**src/rtl/fpnew_divsqrt_arbiter_pkg.sv**
```systemverilog
// Shared helpers for the div/sqrt arbiter slice.
package fpnew_divsqrt_arbiter_pkg;

  // Index width for n items, never narrower than one bit.
  function automatic int unsigned idx_width(int unsigned n);
    return (n > 1) ? $clog2(n) : 1;
  endfunction

endpackage

```
**src/rtl/fpnew_arb_id_fifo.sv**
```systemverilog
// In-order queue of requester IDs for operations accepted by the shared unit.
module fpnew_arb_id_fifo
  import fpnew_divsqrt_arbiter_pkg::*;
#(
  parameter int unsigned Depth = 2,
  parameter int unsigned Width = 1
) (
  input  logic             clk_i,
  input  logic             rst_i,
  input  logic             flush_i,
  input  logic             push_i,
  input  logic [Width-1:0] data_i,
  input  logic             pop_i,
  output logic [Width-1:0] data_o,
  output logic             full_o,
  output logic             empty_o
);
  localparam int unsigned PtrW = idx_width(Depth);
  localparam int unsigned CntW = $clog2(Depth + 1);
  localparam logic [PtrW-1:0] LastPtr = PtrW'(Depth - 1);

  logic [Width-1:0] mem_q [Depth];
  logic [PtrW-1:0]  wr_ptr_q, wr_ptr_d, rd_ptr_q, rd_ptr_d;
  logic [CntW-1:0]  cnt_q, cnt_d;
  logic             push, pop;

  assign full_o  = (cnt_q == CntW'(Depth));
  assign empty_o = (cnt_q == '0);
  assign push    = push_i & ~full_o;
  assign pop     = pop_i & ~empty_o;
  assign data_o  = mem_q[rd_ptr_q];

  always_comb begin
    wr_ptr_d = wr_ptr_q;
    rd_ptr_d = rd_ptr_q;
    cnt_d    = cnt_q;
    if (flush_i) begin
      wr_ptr_d = '0;
      rd_ptr_d = '0;
      cnt_d    = '0;
    end else begin
      if (push) wr_ptr_d = (wr_ptr_q == LastPtr) ? '0 : wr_ptr_q + 1'b1;
      if (pop)  rd_ptr_d = (rd_ptr_q == LastPtr) ? '0 : rd_ptr_q + 1'b1;
      if (push && !pop)      cnt_d = cnt_q + 1'b1;
      else if (pop && !push) cnt_d = cnt_q - 1'b1;
    end
  end

  always_ff @(posedge clk_i or posedge rst_i) begin
    if (rst_i) begin
      wr_ptr_q <= '0;
      rd_ptr_q <= '0;
      cnt_q    <= '0;
    end else begin
      wr_ptr_q <= wr_ptr_d;
      rd_ptr_q <= rd_ptr_d;
      cnt_q    <= cnt_d;
    end
  end

  // Storage needs no reset: entries are only read while the count covers them.
  always_ff @(posedge clk_i) begin
    if (push && !flush_i) mem_q[wr_ptr_q] <= data_i;
  end

endmodule

```
**src/rtl/fpnew_divsqrt_arbiter.sv**
```systemverilog
// Round-robin sharing of one multi-cycle div/sqrt unit between NumReq requesters,
// with in-order routing of responses back through a requester-ID queue.
module fpnew_divsqrt_arbiter
  import fpnew_divsqrt_arbiter_pkg::*;
#(
  parameter int unsigned NumReq      = 2,
  parameter int unsigned MaxInFlight = 2,
  parameter type         ReqType     = logic,
  parameter type         RspType     = logic
) (
  input  logic                       clk_i,
  input  logic                       rst_i,
  input  logic   [NumReq-1:0]        req_valid_i,
  output logic   [NumReq-1:0]        req_ready_o,
  input  ReqType [NumReq-1:0]        req_data_i,
  output logic                       unit_valid_o,
  input  logic                       unit_ready_i,
  output ReqType                     unit_data_o,
  input  logic                       unit_valid_i,
  output logic                       unit_ready_o,
  input  RspType                     unit_data_i,
  output logic   [NumReq-1:0]        rsp_valid_o,
  input  logic   [NumReq-1:0]        rsp_ready_i,
  output RspType                     rsp_data_o,
  input  logic                       flush_i,
  output logic                       busy_o
);
  localparam int unsigned IdW = idx_width(NumReq);
  localparam logic [IdW-1:0] LastId = IdW'(NumReq - 1);

  logic [IdW-1:0] rr_q, rr_d, lock_id_q, lock_id_d, rr_gnt, gnt, head_id;
  logic           lock_q, lock_d;
  logic           id_full, id_empty, handshake, pop;

  fpnew_arb_id_fifo #(
    .Depth (MaxInFlight),
    .Width (IdW)
  ) i_id_fifo (
    .clk_i   (clk_i),
    .rst_i   (rst_i),
    .flush_i (flush_i),
    .push_i  (handshake),
    .data_i  (gnt),
    .pop_i   (pop),
    .data_o  (head_id),
    .full_o  (id_full),
    .empty_o (id_empty)
  );

  always_comb begin
    int unsigned idx;
    idx    = 0;
    rr_gnt = rr_q;
    for (int unsigned i = NumReq; i > 0; i--) begin
      idx = (int'(rr_q) + i - 1) % NumReq;
      if (req_valid_i[idx]) rr_gnt = IdW'(idx);
    end
  end

  // A stalled grant is pinned so the payload seen by the unit cannot change.
  assign gnt          = lock_q ? lock_id_q : rr_gnt;
  assign unit_valid_o = req_valid_i[gnt] & ~id_full & ~flush_i & ~rst_i;
  assign unit_data_o  = req_data_i[gnt];
  assign handshake    = unit_valid_o & unit_ready_i;
  assign unit_ready_o = ~id_empty & rsp_ready_i[head_id];
  assign pop          = unit_valid_i & unit_ready_o;
  assign rsp_data_o   = unit_data_i;
  assign busy_o       = ~id_empty | lock_q;

  always_ff @(posedge clk_i or posedge rst_i) begin
    if (rst_i) begin
      rr_q      <= '0;
      lock_q    <= 1'b0;
      lock_id_q <= '0;
    end else begin
      rr_q      <= rr_d;
      lock_q    <= lock_d;
      lock_id_q <= lock_id_d;
    end
  end

  always_comb begin
    rr_d      = rr_q;
    lock_d    = unit_valid_o & ~unit_ready_i;
    lock_id_d = gnt;
    if (handshake) rr_d = (gnt == LastId) ? '0 : gnt + 1'b1;
  end

  always_comb begin
    req_ready_o = '0;
    rsp_valid_o = '0;
    if (handshake) req_ready_o[gnt] = 1'b1;
    if (!id_empty && unit_valid_i && !flush_i && !rst_i) rsp_valid_o[head_id] = 1'b1;
  end

  a_no_rsp_when_empty : assert property (@(posedge clk_i) disable iff (rst_i)
    !(unit_valid_i && id_empty));

endmodule
```
**config.mk**
```make
export PLATFORM = sky130hd
export DESIGN_NAME = fpnew_divsqrt_arbiter
export DESIGN_NICKNAME = d
export VERILOG_FILES = /design/src/rtl/fpnew_divsqrt_arbiter_pkg.sv /design/src/rtl/fpnew_arb_id_fifo.sv /design/src/rtl/fpnew_divsqrt_arbiter.sv
export SDC_FILE = /design/constraint.sdc
export NUM_CORES = 1
export LEC_CHECK = 0
export CAP_MARGIN = 40
export CORE_AREA = 2 2 46 48
export CTS_BUF_LIST = sky130_fd_sc_hd__clkbuf_16
export CTS_CLUSTER_SIZE = 10
export DETAILED_ROUTE_END_ITERATION = 8
export DIE_AREA = 0 0 48 50
export HOLD_SLACK_MARGIN = 0.02
export PLACE_DENSITY_LB_ADDON = 0.2
export SLEW_MARGIN = 20
export SYNTH_ARGS = -nofsm -noshare
export SYNTH_HDL_FRONTEND = slang
export SYNTH_SLANG_ARGS = --single-unit
```
**constraint.sdc**
```tcl
create_clock -name clk_i -period 4.4 [get_ports clk_i]
set_clock_uncertainty 0.1 [all_clocks]
set_input_delay 0.66 -clock clk_i [delete_from_list [all_inputs] [get_ports clk_i]]
set_output_delay 0.66 -clock clk_i [all_outputs]
set_load 0.05 [all_outputs]
```
==> key figures <==
Timing
  – Final Hold Fails: 0
  – Setup TNS: 0 ns
  – RSZ-0062 raised after global routing: false
  – Final Cycle Share: 81.5%
  – Peak Freq: 279 MHz
  – Final min period: 3.59 ns
  – Slew headroom: 67.0%
  – Fin. max-slew vios: 0
  – Final Setup Violations: 0
  – Worst Setup Slack, final: 0.814 ns
  – Worst-margin pin slew: 0.494 ns

Layout
  – Layout area overhead: 43.6%
  – Ant. Diodes: 0
  – Design Area, Final: 848 um^2
  – Fill count: 186
  – Share of cells above drive strength 1: 6.17%
  – Nets@finish: 94

Place
  – HPWL Detailed: 1010 um
  – Routability cong.: 0.752
  – Setup WS pre-CTS: 0.798 ns
  – Placement Cell Area: 769 um^2
  – Number of port buffers: 18

Power
  – Pwr Total: 325 uW
  – Leakage: 0.349 nW
  – Peak VDD IR: 0.261 mV
  – Cell area power density: 383 nW/um^2

Die
  – CORE AREA: 1900 um^2
  – Starting Density: 31.1%
  – Ports: 21
  – Chip Width: 48 um
  – Site Rows: 16
  – Die area: 2400 um^2
  – Die height: 50 um

Global route
  – Vias in the first global route: 468
  – Global-route wire length before repair: 1980 um
  – Initial antenna violation count: 0
  – Overflow after GRT: 0
  – Pin count of the biggest net entering global routing: 10
  – GRT Overall Usage: 11.6%

Critical path
  – FF-to-FF Start: i_id_fifo.rd_ptr_q
  – RR Endpoint: i_id_fifo.cnt_q[1]
  – CP startpoint kind: input port
  – Register-to-register setup slack: 2.63 ns
  – Max FO, Critical Path: 6
  – Critical path arrival: 2.83 ns
  – CP required: 3.64 ns
  – Crit path kind: input port to output port
  – Crit. End Element: output port
  – Reg2reg path depth: 4

Status
  – Outcome: complete, no violations

Yosys
  – Post-synthesis cell type count: 28
  – Most common cell in the netlist: nor2_1
  – Most frequent cells after synthesis: nor2_1, dfrtp_1, inv_1, o211ai_1, mux2i_1
  – Area contributors post-synth: dfrtp_1, edfxtp_1, nor2_1, mux2i_1, o211ai_1
  – EDFF count, synth: 2
  – Asr flop ratio synth: 77.8%
  – Mapped cell area: 591 um^2
  – Synthesized flop and latch total: 9
  – Syn Inst Count: 63
  – Syn avg cell area: 9.37 um^2
  – Cell taking the most area after synthesis: dfrtp_1
  – Syn_nets: 75
  – Post-synthesis sequential area ratio: 39.8%
  – Yosys top cell area share: 29.7%
  – Most used DFF post-synth: dfrtp_1
  – Total number of yosys warnings: 0

Clock network
  – Deepest clock path buffer count: 2
  – CTS Root Cell: clkbuf_16
  – CTS Buf Count: 3
  – Later-pin clock latency in the skew report: 0.23 ns
  – Cts repair resizes: 0
  – H-tree Lvls: 1
  – Post-CTS Setup Bufs: 0
  – Sink Count: 9
  – Register clock-pin slew on the reported worst setup and hold paths: 0.04 ns
  – CTS tree: done
  – Hold_buf cts: 0

Hold path
  – Hold endpoint: i_id_fifo.wr_ptr_q
  – Hold path depth: 1
  – Hold Startpoint: i_id_fifo.wr_ptr_q
  – Hold Crit Class: register to register

Run
  – Max Cap Violations: 0

Routing
  – TritonRoute pass-1 iters: 4
  – Drt total wl: 1240 um
  – Initial DRC count: 4
  – DRT antenna net count: 0
  – Drt drc: 0
  – WL/cell: 11.5 um
  – Via count: 519
  – Drt via density: 4.81
-- layer usage --
metal,global-route usage [%],up-vias,share of wire [%]
met3,5.86,2,7.2
met4,4.05,0,1.0
met5,0,-,0
met2,16.2,15,45
li1,-,259,-
met1,15.3,243,47
-- worst max path at each step --
stage / start / end / slack, ns / depth (start not counted)
after floorplan: req_valid_i[1] / unit_valid_o / 1.57 / 4
after global placement: req_valid_i[1] / unit_data_o / 0.78 / 5
after detailed placement: req_valid_i[1] / unit_data_o / 0.80 / 5
after CTS: req_valid_i[1] / unit_data_o / 0.80 / 5
after global routing: req_valid_i[1] / unit_data_o / 0.69 / 5
final: flush_i / req_ready_o[0] / 0.81 / 6
-- through the flow --
stage	std cells	utilization, %	hold slack [ns]
after global placement	104	40.5	0.399
final	108	44.6	0.394
after CTS	108	44.6	0.396
after detailed placement	104	40.5	0.391
after global routing	108	44.6	0.422
after floorplan	63	-	0.358
-- cell families (layout without fill, tap and decap cells) --
family | after synthesis | count (layout) | synth area share (%)
AND/OR/NAND/NOR | 20 | 20 | 16.1
AO/OA/AOI/OAI | 16 | 16 | 19.1
flip-flops | 9 | 9 | 39.8
buffers and inverters | 9 | 27 | 9.11
multiplexers | 7 | 7 | 12.9
XOR/XNOR | 2 | 2 | 2.97
-- area by class of cell --
| class | count | area [um^2] | share of cell area, % |
|---|---|---|---|
| inverters | 5 | 18.8 | 2.21 |
| clock buffers | 3 | 75.1 | 8.85 |
| multi-input cells | 45 | 302 | 35.5 |
| clock inverters | 1 | 3.75 | 0.442 |
| well taps | 27 | 33.8 | 3.98 |
| repair buffers | 18 | 180 | 21.2 |
| flip-flops and latches | 9 | 235 | 27.7 |
-- power breakdown --
| group | leakage (nW) | internal [mW] | switching (mW) |
|---|---|---|---|
| sequential | 0.111 | 0.0939 | 0.00777 |
| combinational | 0.196 | 0.0295 | 0.0388 |
| clock | 0.0423 | 0.118 | 0.0366 |
-- sequential cells by signal, summed over array words and instances, names as in the netlist --
name / cells
lock_id_q: 1
i_id_fifo.mem_q: 2
i_id_fifo.rd_ptr_q: 1
rr_q: 1
lock_q: 1
i_id_fifo.wr_ptr_q: 1
i_id_fifo.cnt_q: 2
-- placed cells by master (no fill, tap or decap) --
cell             count
a211oi_1             1
a21boi_1             1
and2_1               3
clkbuf_16            3
clkdlybuf4s50_1     18
dfrtp_1              7
edfxtp_1             2
inv_1                6
mux2_1               2
mux2i_1              4
mux2i_2              1
nand2_1              1
nand3b_1             1
nor2_1              11
nor3_1               1
nor4_1               1
o211ai_1             5
o21a_1               1
o21ai_0              3
o21ai_1              2
o22ai_1              1
o311ai_1             1
o31ai_2              1
or2_1                1
or3_1                1
xnor2_1              1
xor2_1               1
-- critical path, stage by stage --
cell and delay (ns):
clkdlybuf4s50_1 0.44, nor2_1 0.22, o211ai_1 0.22, or2_1 0.34
nor2_1 0.13, clkdlybuf4s50_1 0.81
(Power assumes the default switching activity.)
